===== src/rtl/sc_stream_decoder.sv =====
// Stochastic-to-binary decoder: counts 1s per channel over a window of 2**LEN_LOG2 valid samples.
// Optional overlap counter of bits_in[0] & bits_in[1] enabled by SC_DEC_OVERLAP_CNT_EN.
module sc_stream_decoder #(
    parameter int NUM_CH   = 1,
    parameter int LEN_LOG2 = 8
) (
    input  logic                              clk,
    input  logic                              rst_n,
    input  logic                              start,
    input  logic                              in_valid,
    input  logic [NUM_CH-1:0]                 bits_in,
    output logic                              busy,
    output logic                              out_valid,
    input  logic                              out_ready,
    output logic [NUM_CH*(LEN_LOG2+1)-1:0]    counts_out
`ifdef SC_DEC_OVERLAP_CNT_EN
    ,
    output logic [LEN_LOG2:0]                 and_count
`endif
);

    localparam int CW = LEN_LOG2 + 1;

    typedef enum logic [1:0] {IDLE, ACCUM, HOLD} state_t;

    state_t              state;
    logic [CW-1:0]       acc [NUM_CH];
    logic [LEN_LOG2-1:0] sample_ctr;
    logic                last_sample;
    logic                handshake;

    assign last_sample = in_valid && (sample_ctr == '1);
    assign handshake   = out_valid && out_ready;

`ifdef SC_DEC_OVERLAP_CNT_EN
    if (NUM_CH < 2) begin : g_overlap_needs_two_channels
        $error("sc_stream_decoder: SC_DEC_OVERLAP_CNT_EN requires NUM_CH >= 2");
    end

    logic [CW-1:0] and_acc;
    logic          and_bit;

    assign and_bit = bits_in[0] & bits_in[1];
`endif

    always_ff @(posedge clk or negedge rst_n) begin
        if (!rst_n) begin
            state      <= IDLE;
            busy       <= 1'b0;
            out_valid  <= 1'b0;
            counts_out <= '0;
            sample_ctr <= '0;
            for (int k = 0; k < NUM_CH; k++) acc[k] <= '0;
`ifdef SC_DEC_OVERLAP_CNT_EN
            and_acc    <= '0;
            and_count  <= '0;
`endif
        end else begin
            case (state)
                IDLE: begin
                    if (start) begin
                        state      <= ACCUM;
                        busy       <= 1'b1;
                        sample_ctr <= '0;
                        for (int k = 0; k < NUM_CH; k++) acc[k] <= '0;
`ifdef SC_DEC_OVERLAP_CNT_EN
                        and_acc    <= '0;
`endif
                    end
                end

                ACCUM: begin
                    // Abort wins over a coincident last sample; that cycle's bits are dropped.
                    if (start) begin
                        sample_ctr <= '0;
                        for (int k = 0; k < NUM_CH; k++) acc[k] <= '0;
`ifdef SC_DEC_OVERLAP_CNT_EN
                        and_acc    <= '0;
`endif
                    end else if (last_sample) begin
                        state      <= HOLD;
                        busy       <= 1'b0;
                        out_valid  <= 1'b1;
                        sample_ctr <= '0;
                        for (int k = 0; k < NUM_CH; k++)
                            counts_out[k*CW +: CW] <= acc[k] + CW'(bits_in[k]);
`ifdef SC_DEC_OVERLAP_CNT_EN
                        and_count  <= and_acc + CW'(and_bit);
`endif
                    end else if (in_valid) begin
                        sample_ctr <= sample_ctr + LEN_LOG2'(1);
                        for (int k = 0; k < NUM_CH; k++)
                            acc[k] <= acc[k] + CW'(bits_in[k]);
`ifdef SC_DEC_OVERLAP_CNT_EN
                        and_acc    <= and_acc + CW'(and_bit);
`endif
                    end
                end

                HOLD: begin
                    // A start without a handshake is ignored so the result is never lost.
                    if (handshake) begin
                        out_valid <= 1'b0;
                        if (start) begin
                            state      <= ACCUM;
                            busy       <= 1'b1;
                            sample_ctr <= '0;
                            for (int k = 0; k < NUM_CH; k++) acc[k] <= '0;
`ifdef SC_DEC_OVERLAP_CNT_EN
                            and_acc    <= '0;
`endif
                        end else begin
                            state <= IDLE;
                        end
                    end
                end

                default: begin
                    state     <= IDLE;
                    busy      <= 1'b0;
                    out_valid <= 1'b0;
                end
            endcase
        end
    end

endmodule


===== config.mk =====
export PLATFORM = sky130hd
export DESIGN_NAME = sc_stream_decoder
export DESIGN_NICKNAME = d
export VERILOG_FILES = /design/src/rtl/sc_stream_decoder.sv
export SDC_FILE = /design/constraint.sdc
export NUM_CORES = 1
export LEC_CHECK = 0
export ABC_CLOCK_PERIOD_IN_PS = 4370
export BUFFER_PORTS_ARGS = -buffer_cell sky130_fd_sc_hd__buf_2
export CAP_MARGIN = 15
export CORE_AREA = 4 4 56 58
export DETAILED_ROUTE_END_ITERATION = 12
export DIE_AREA = 0 0 60 62
export GPL_ROUTABILITY_DRIVEN = 0
export HOLD_SLACK_MARGIN = 0.02
export PLACE_DENSITY = 0.8
export RECOVER_POWER = 25
export SYNTH_ARGS = -nofsm -noshare
export SYNTH_HDL_FRONTEND = slang
export SYNTH_SLANG_ARGS = --single-unit

===== constraint.sdc =====
create_clock -name clk -period 4.37 [get_ports clk]
set_input_delay 0.437 -clock clk [delete_from_list [all_inputs] [get_ports clk]]
set_output_delay 0.437 -clock clk [all_outputs]
set_load 0.05 [all_outputs]

### Word level (Yosys, flattened, before mapping)

Cells that the tools add are included.

| storage, ports and cells | value |
|---|---|
| register bits after elaboration | 30 |
| input port bits | 6 |
| output and inout bits | 11 |
| logic and storage cells | 57 |

| cells by class | value |
|---|---|
| $add $sub $neg | 2 |
| equal/unequal tests | 10 |
| muxes and demuxes | 27 |
| bitwise operators | 2 |
| reduce and logical (&&, ||, !) cells | 10 |

Operators with widths:

| kind | number |
|---|---|
| 2-to-1 mux 9 bit | 5 |
| 2-to-1 mux 8 bit | 5 |
| case mux 9 bit (3 select lines) | 1 |
| case mux 8 bit (3 select lines) | 1 |
| AND reduction 4 bit | 3 |
| adder 9 x 1 -> 9 bit | 1 |
| AND reduction 3 bit | 3 |
| adder 8 x 1 -> 8 bit (second input constant) | 1 |
| equality test 8 bit (second input constant) | 1 |
| 2-to-1 mux 1 bit | 8 |
| 2-to-1 mux 2 bit | 4 |
| inequality test 2 bit (second input constant) | 4 |
| inequality test 3 bit (second input constant) | 2 |
| case mux 1 bit (3 select lines) | 2 |
| case mux 2 bit (3 select lines) | 1 |
| inequality test 4 bit (second input constant) | 1 |
| nonzero test 3 bit | 1 |
| equality test 2 x 1 -> 1 bit (second input constant) | 1 |
| equality test 2 bit (second input constant) | 1 |
| logical AND 1 bit | 2 |
| logical NOT 2 bit | 1 |
| NOT 1 bit | 2 |

### Logic depth before layout (Yosys ltp)

Gate-level depths: netlist of run 1.

| logic depth | value |
|---|---|
| depth after elaboration | 5 |
| depth in mapped cells | 6 |
| gate-level depth less buffers | 6 |

### Least setup slack after synthesis of run 1

Ideal clock, no wire load.

| timing | value |
|---|---|
| path kind | reg2reg |
| start point | register out_valid |
| end point | register acc[8] (netlist bit) |
| library setup time | 0.126 ns |
| arrival time | 1.872 ns |
| data required time | 4.244 ns |
| slack | 2.372 ns |
| cell stages (with the launch flop) | 7 |
| buffers on the path | 2 |
| clock period less this slack | 1.998 ns |
| cell sequence | dfrtp_1 > nand4b_4 > and3_4 > buf_6 > or2_1 > buf_6 > a221o_1 |

| between the ends | value |
|---|---|
| longest elaborated chain between the ends | 3 |

RTL lines:

| item | line | source |
|---|---|---|
| start: declaration | 13 | `output logic out_valid,` |
| start signal: assignment | 50 | `out_valid <= 1'b0;` |
| start signal: assignment | 83 | `out_valid <= 1'b1;` |
| start signal: assignment | 103 | `out_valid <= 1'b0;` |
| logical AND 1 bit | 33 | `assign handshake = out_valid && out_ready;` |
| inequality test 2 bit (no line) | - |  |
| AND reduction 4 bit (no line) | - |  |
| end signal: indexed assignment | 93 | `acc[k] <= acc[k] + CW'(bits_in[k]);` |
| end: declaration | 27 | `logic [CW-1:0] acc [NUM_CH];` |

Every way passes these cells.
A chain may end at the register's enable or synchronous reset.

### Worst setup path after layout of run 1

| timing | value |
|---|---|
| start point | register sample_ctr[0] |
| end point | register acc[5] (netlist bit) |

| between the ends | value |
|---|---|
| longest elaborated chain between the ends | 4 |

RTL lines:

| item | line | source |
|---|---|---|
| start: declaration | 28 | `logic [LEN_LOG2-1:0] sample_ctr;` |
| start signal: assignment | 91 | `sample_ctr <= sample_ctr + LEN_LOG2'(1);` |
| equality test 8 bit | 32 | `assign last_sample = in_valid && (sample_ctr == '1);` |
| logical AND 1 bit | 32 |  |
| inequality test 3 bit (no line) | - |  |
| AND reduction 4 bit (no line) | - |  |

Every way passes these cells.

==> results of run 1 <==
==> cells by family (layout without fill, tap and decap cells) <==
logic type	Yosys count	count (layout)	share of synthesized area (%)
simple gates	60	60	22.6
mux	2	2	1.45
fa+ha+maj	3	3	2.42
xor+xnor	8	8	4.52
compound gates	40	40	17.9
flops	30	30	48.4
buf+inv	7	27	2.74
==> cell usage in the layout, fill, tap and decap left out, types with 2 or more instances in the layout <==
cell	Yosys	routed
a211o_1	2	2
a21o_2	2	2
a21oi_1	12	12
a22o_2	2	2
a31o_2	2	2
a31oi_1	5	5
and3_1	3	3
buf_2	1	15
clkbuf_1	1	3
clkbuf_4	0	5
dfrtp_1	30	30
ha_1	3	3
inv_1	3	3
mux2_2	2	2
nand2_1	11	11
nand2b_1	3	3
nand3_1	8	8
nand4_1	4	4
nor2_1	13	13
nor3_1	5	5
nor3b_1	3	3
o21ai_0	4	4
o31ai_1	2	2
or4_1	2	2
xnor2_1	5	5
xor2_1	3	3
==> routing by layer <==
layer	vias to the layer above	track usage [%]	share of wire, %
li1	598	-	-
met1	590	23.7	45
met2	40	31.3	48
met3	4	6.20	5.9
met4	0	9.49	1.2
met5	-	0	0
==> worst min path at each step <==
| stage | from | end | slack (ps) | cells after the start |
|---|---|---|---|---|
| 2_1_floorplan | rst_n | acc[0]$_DFFE_PN0P_ | 140 | 0 |
| 3_3_place_gp | counts_out[1]$_DFFE_PN0P_ | counts_out[1]$_DFFE_PN0P_ | 490 | 1 |
| 3_5_place_dp | counts_out[0]$_DFFE_PN0P_ | counts_out[0]$_DFFE_PN0P_ | 500 | 1 |
| 4_1_cts | rst_n | state[0]$_DFFE_PN0P_ | 140 | 1 |
| 5_1_grt | start | busy$_DFFE_PN0P_ | 480 | 3 |
| 6_report | out_ready | state[1]$_DFFE_PN0P_ | 470 | 4 |
==> sequential cells by signal, summed over array words and instances, names as in the netlist <==
name	flops
out_valid	1
state	2
busy	1
acc	9
counts_out	9
sample_ctr	8
==> worst register-to-register path: cells and delay by family, from the launching register on <==
family	cells	cell delay (ps)
compound gates	1	220
fa+ha+maj	1	220
flops	1	410
simple gates	3	1400
==> power groups by stage <==
stage	combinational (mW)	sequential, mW	clock, mW
detailed placement	0.0310	0.291	0
floorplan	0.0189	0.290	0
global placement	0.0295	0.290	0
CTS	0.0311	0.286	0.223
global route	0.0345	0.287	0.238
finish	0.0306	0.286	0.219
==> per-stage QoR <==
step	area [µm²]	power (mW)	hold WS, ps	std cells	setup slack, ps
detailed placement	1640	0.322	497	193	2110
CTS	1710	0.540	138	201	2070
global placement	1640	0.320	489	193	2200
global route	1710	0.559	484	201	1880
finish	1710	0.535	472	201	2060
floorplan	1550	0.309	141	150	2370
==> area by class of cell <==
| type | instances | area share, % |
|---|---|---|
| Inverter | 3 | 0.657 |
| Tap cell | 31 | 2.26 |
| Sequential cell | 30 | 43.8 |
| Clock inverter | 1 | 1.75 |
| Timing Repair Buffer | 16 | 4.60 |
| Clock buffer | 7 | 2.63 |
| Multi-Input combinational cell | 113 | 44.3 |
==> results.toml, run 1 <==
[timing]
setup_viol = 0
clock_skew_ps = 6.05
slew_violations = 31
clock.fmax_ghz = 0.434
timing_hold_violations_final = 0
grt_setup_unrepaired = "false"
finalCritPeriodShare_pct = 52.8
timing.setup.tns_ps = 0
worstMarginPinSlew_ps = 1560
timing.slew.headroom_pct = -4.27
finalWorstPathRequiredPeriod_ps = 2310

[power_and_ir_drop]
seqPwrFrac_pct = 53.4
switching_share_pct = 23.0
cell_internal_power_uw = 412
power_per_cell_area_mw_per_mm2 = 312
p_leak_nw = 0.813
irDropWorstVdd_mv = 0.260
power.share.combinational_pct = 5.7
netSwitchingPower_uw = 123
p_clk_share_pct = 40.9

[layout]
area.sequential_um2 = 751
final_util_pct = 64.3
antenna_cells = 0
multi_input_area_um2 = 758
area_delta_synth_final_pct = 10.4
number_of_fill_cells_in_the_layout = 214
num-nets-final = 178
post_route_cells_drive_above_1_share_pct = 20.6

[critical_path]
timing.critical_path.from_type = "flip-flop"
critical_path.max_fanout = 19
r2r_worst_path_depth = 5
worst_path_max_delay_cell = "nor4_4"
cpPeakStageDelay_ps = 810
required_ps = 4650
cp-endpoint = "acc[5]$_DFFE_PN0P_"
cp_num_cells = 5
reg2reg_slack_ps = 2060
worst_setup_path_end_kind = "flip-flop"
critical_path.cell_chain = "ha_1 -> nand3_1 -> nor4_4 -> or2_1 -> a221o_2"
critical_path_arrival_ps = 2580
crit-reg2reg-capture = "acc[5]$_DFFE_PN0P_"
worstPathBufferInverterCount = 0
timing_worst_setup_path_type = "reg -> reg"
critical_path.top_delay_family = "simple AND/OR/NAND/NOR gates"
worstSetupStartpoint = "sample_ctr[0]$_DFFE_PN0P_"
crit-reg2reg-launch = "sample_ctr[0]$_DFFE_PN0P_"

[floorplanning]
boundaryPins = 17
initial_core_util_pct = 58.3
core_area_mm2 = 0.00266
floorplan.die_area_mm2 = 0.00372
dieWidth_um = 60
floorplan.die.height_um = 62
std_cell_rows = 19

[grt]
grt_overflow_total = 0
track_usage_pct = 19.4
grt_max_degree = 31
grt_antenna_before_repair = 0
first_pass_grt_wire_length_um = 5260
grt_pass1_vias = 1188

[synth]
ys_warn_count = 0
synth_top_area_cell = "dfrtp_1"
synth_edf_count = 0
ys.flop_type = "dfrtp_1"
ys_seq_elements = 30
synth.cell_area_mm2 = 0.00155
post-synth-top-count-cell = "dfrtp_1"
syn_avg_cell_area_um2 = 10.3
synth_sequential_area_ratio_pct = 48.4
netlist_top_cells_count = "dfrtp_1, nor2_1, a21oi_1"
mappedNetlistNets = 159
post-synth-top-area-fraction_pct = 48.4
synth_cell_type_count = 43
asyncSetResetFlopFracSynth_pct = 100
netlist_top_cells_area = "dfrtp_1, a21oi_1, nor2_1"
number_of_instances_in_the_synthesized_netlist = 150

[route]
avgRoutedWirePerCell_um = 15.5
drt_first_iter_violations = 44
dr.pass1.iters = 4
number_of_design_rule_violations_left_after_detail_routing = 0
routed-via-count = 1232
totalWireLength_um = 3120
route.detailed.vias_per_inst = 6.13
final_antenna_net_count = 0

[clock_tree]
cts-htree-levels = 2
postCtsHoldBufs = 0
tritoncts = "yes"
post_cts_resize_count = 0
clkTransAtPathRegs_ps = 100
numCtsBuffers = 5
clk-insertion-delay-late_ps = 330
cts_setup_buffers = 0
tritoncts_sinks = 30
clock_tree_root_buffer_cell = "clkbuf_4"
cts_buffer_depth = 2

[placed_design]
place.port_buffers = 16
detailed_place_hpwl_um = 2220

[hold_path]
hold_crit_path_type = "in -> reg"

[flow_run]
max_cap_violations = 1

[run_status]
outcome = "finished with violations"
failed_checks = "max-capacitance violations, max-slew violations"
No activity file was read; power rests on OpenSTA's default activity.
==> run 2, diff against run 1 <==
Settings changed: ABC_CLOCK_PERIOD_IN_PS 4370 to 2150, CORE_AREA 4 4 56 58 to 4 4 58 60, DIE_AREA 0 0 60 62 to 0 0 62 64, PLACE_DENSITY 0.8 to 0.75.
Clock period 4.37 ns to 2.15 ns, I/O delays scaled along.
==> results.toml, run 2 (synthesis results as in run 1) <==
[run_status]
outcome = "finished clean"

[layout]
layout_common_cells = "dfrtp_1, buf_2, nor2_1"
top_regs = "acc: 9 flops, counts_out: 9 flops, sample_ctr: 8 flops"
fin_cells = 208
fin_area_mm2 = 0.00176
area_delta_synth_final_pct = 13.4
post_route_cells_drive_above_1_share_pct = 24.0
antenna_cells = 0
number_of_fill_cells_in_the_layout = 247
num-nets-final = 183
layout.cells.most_common = "dfrtp_1"

[clock_tree]
clock_tree_root_buffer_cell = "clkbuf_4"
cts_buffer_depth = 2
clkTransAtPathRegs_ps = 90
cts-htree-levels = 2
clk-insertion-delay-late_ps = 330
tritoncts = "yes"
tritoncts_sinks = 30
cts_setup_buffers = 0
post_cts_resize_count = 0
numCtsBuffers = 5

[hold_path]
worstHoldStart = "out_ready"
hold_crit_path_type = "in -> reg"
timing.hold.worst_path_depth = 4

[route]
drt_first_iter_violations = 54
route.detailed.vias_per_inst = 5.94
routed-via-count = 1236
dr.pass1.iters = 4
number_of_design_rule_violations_left_after_detail_routing = 0
totalWireLength_um = 3130
avgRoutedWirePerCell_um = 15.1
final_antenna_net_count = 0

[power_and_ir_drop]
switching_share_pct = 22.9
seqPwrFrac_pct = 53.5
power.share.combinational_pct = 6.3
cell_internal_power_uw = 836
netSwitchingPower_uw = 248
irDropWorstVdd_mv = 0.650
power_per_cell_area_mw_per_mm2 = 616
p_leak_nw = 0.845
total_power_mw = 1.08
p_clk_share_pct = 40.3

[critical_path]
critical_path.max_fanout = 9
r2r_worst_path_depth = 4
timing.critical_path.from_type = "flip-flop"
worst_setup_path_end_kind = "flip-flop"
worstSetupStartpoint = "state[1]$_DFFE_PN0P_"
worst_path_max_delay_cell = "dfrtp_1"
critical_path.cell_chain = "nand3b_2 -> and3_4 -> or2_1 -> a221o_1"
required_ps = 2370
cpPeakStageDelay_ps = 430
timing_worst_setup_path_type = "reg -> reg"
crit-reg2reg-launch = "state[1]$_DFFE_PN0P_"
critical_path_arrival_ps = 2070

[timing]
worstMarginPinSlew_ps = 654
clock_skew_ps = 7.38
timing.setup.tns_ps = 0
timing_hold_violations_final = 0
finalCritPeriodShare_pct = 85.9
setup_viol = 0
clock.fmax_ghz = 0.542
finalWorstPathRequiredPeriod_ps = 1850
timing.slew.headroom_pct = 56.4
grt_setup_unrepaired = "false"
slew_violations = 0
fin_ws_ps = 303

[grt]
track_usage_pct = 18.3
first_pass_grt_wire_length_um = 5370
globalRouteMet3Util_pct = 4.85
grt_antenna_before_repair = 0
use_met2_pct = 27.3
grt_overflow_total = 0
grt.busiest_layer = "met2"
grt_pass1_vias = 1218
grt_max_degree = 31
grt.met1_usage_pct = 24.0

[floorplanning]
initial_core_util_pct = 53.0
floorplan.die.height_um = 64
core_area_mm2 = 0.00293
floorplan.die_area_mm2 = 0.00397
std_cell_rows = 20
boundaryPins = 17
dieWidth_um = 62

[placed_design]
detailed_place_hpwl_um = 2280
dp_cells = 199
place.port_buffers = 16
placedInstanceArea_mm2 = 0.00167
place_worst_setup_slack_ps = 324

[flow_run]
max_cap_violations = 0
[run 2: changes by cell type in the layout (fill, tap and decap cells not counted)]
cell           previous run  this run
buf_4                     0         4
clkbuf_1                  3         0
clkinv_2                  0         2
buf_2                    15        16
dlygate4sd3_1             0         1
[run 2: stage by stage]
step | hold WS (ps) | utilization [%]
after detailed placement | 279 | 57.1
after floorplan | -80.6 | -
after global placement | 277 | 57.1
after CTS | 236 | 60.1
after global routing | 261 | 60.1
final | 242 | 60.1
[run 2: layer usage]
layer  part of all wire (%)  up-vias  routed length (µm)
met5                      0        -                   0
met4                    1.6        0                  51
met3                    4.9        5                 154
met2                     47       31                1460
met1                     47      596                1460
li1                       -      604                   -
[run 2: final cells by class]
class	count	area (µm²)	share of cell area, %
inverters	3	11.3	0.640
clock inverters	3	40.0	2.28
clock buffers	5	37.5	2.13
flip-flops and latches	30	751	42.7
well taps	33	41.3	2.35
multi-input cells	113	758	43.1
repair buffers	21	120	6.83
[run 2: critical path: cells and delay by family, from the launching register on]
| kind | cells | cell delay, ps |
|---|---|---|
| AOI/OAI and AO/OA | 1 | 390 |
| DFF | 1 | 430 |
| and+or+nand+nor | 3 | 920 |
[run 2: path summary, 6_finish.rpt]
path / slack [ps] / endpoint
worst max-delay path: 300 / acc[8]$_DFFE_PN0P_
worst min-delay path: 240 / state[1]$_DFFE_PN0P_
worst max register to register: 300 / acc[8]$_DFFE_PN0P_
worst min register to register: 510 / acc[0]$_DFFE_PN0P_
max in group asynchronous: 1290 / counts_out[0]$_DFFE_PN0P_
min in group asynchronous: 430 / counts_out[2]$_DFFE_PN0P_
[run 2: power groups by stage]
stage	registers, mW	clock network (mW)	logic [mW]
6_report	0.580	0.436	0.0678
5_1_grt	0.582	0.469	0.0793
4_1_cts	0.579	0.447	0.0687
3_5_place_dp	0.591	0	0.0668
3_3_place_gp	0.590	0	0.0639
2_1_floorplan	0.589	0	0.0385
[run 2: what timing repair did]
action,CTS,global route
endpoints found under the setup margin,0,0
hold buffers,1,0
hold endpoints to repair,30,0
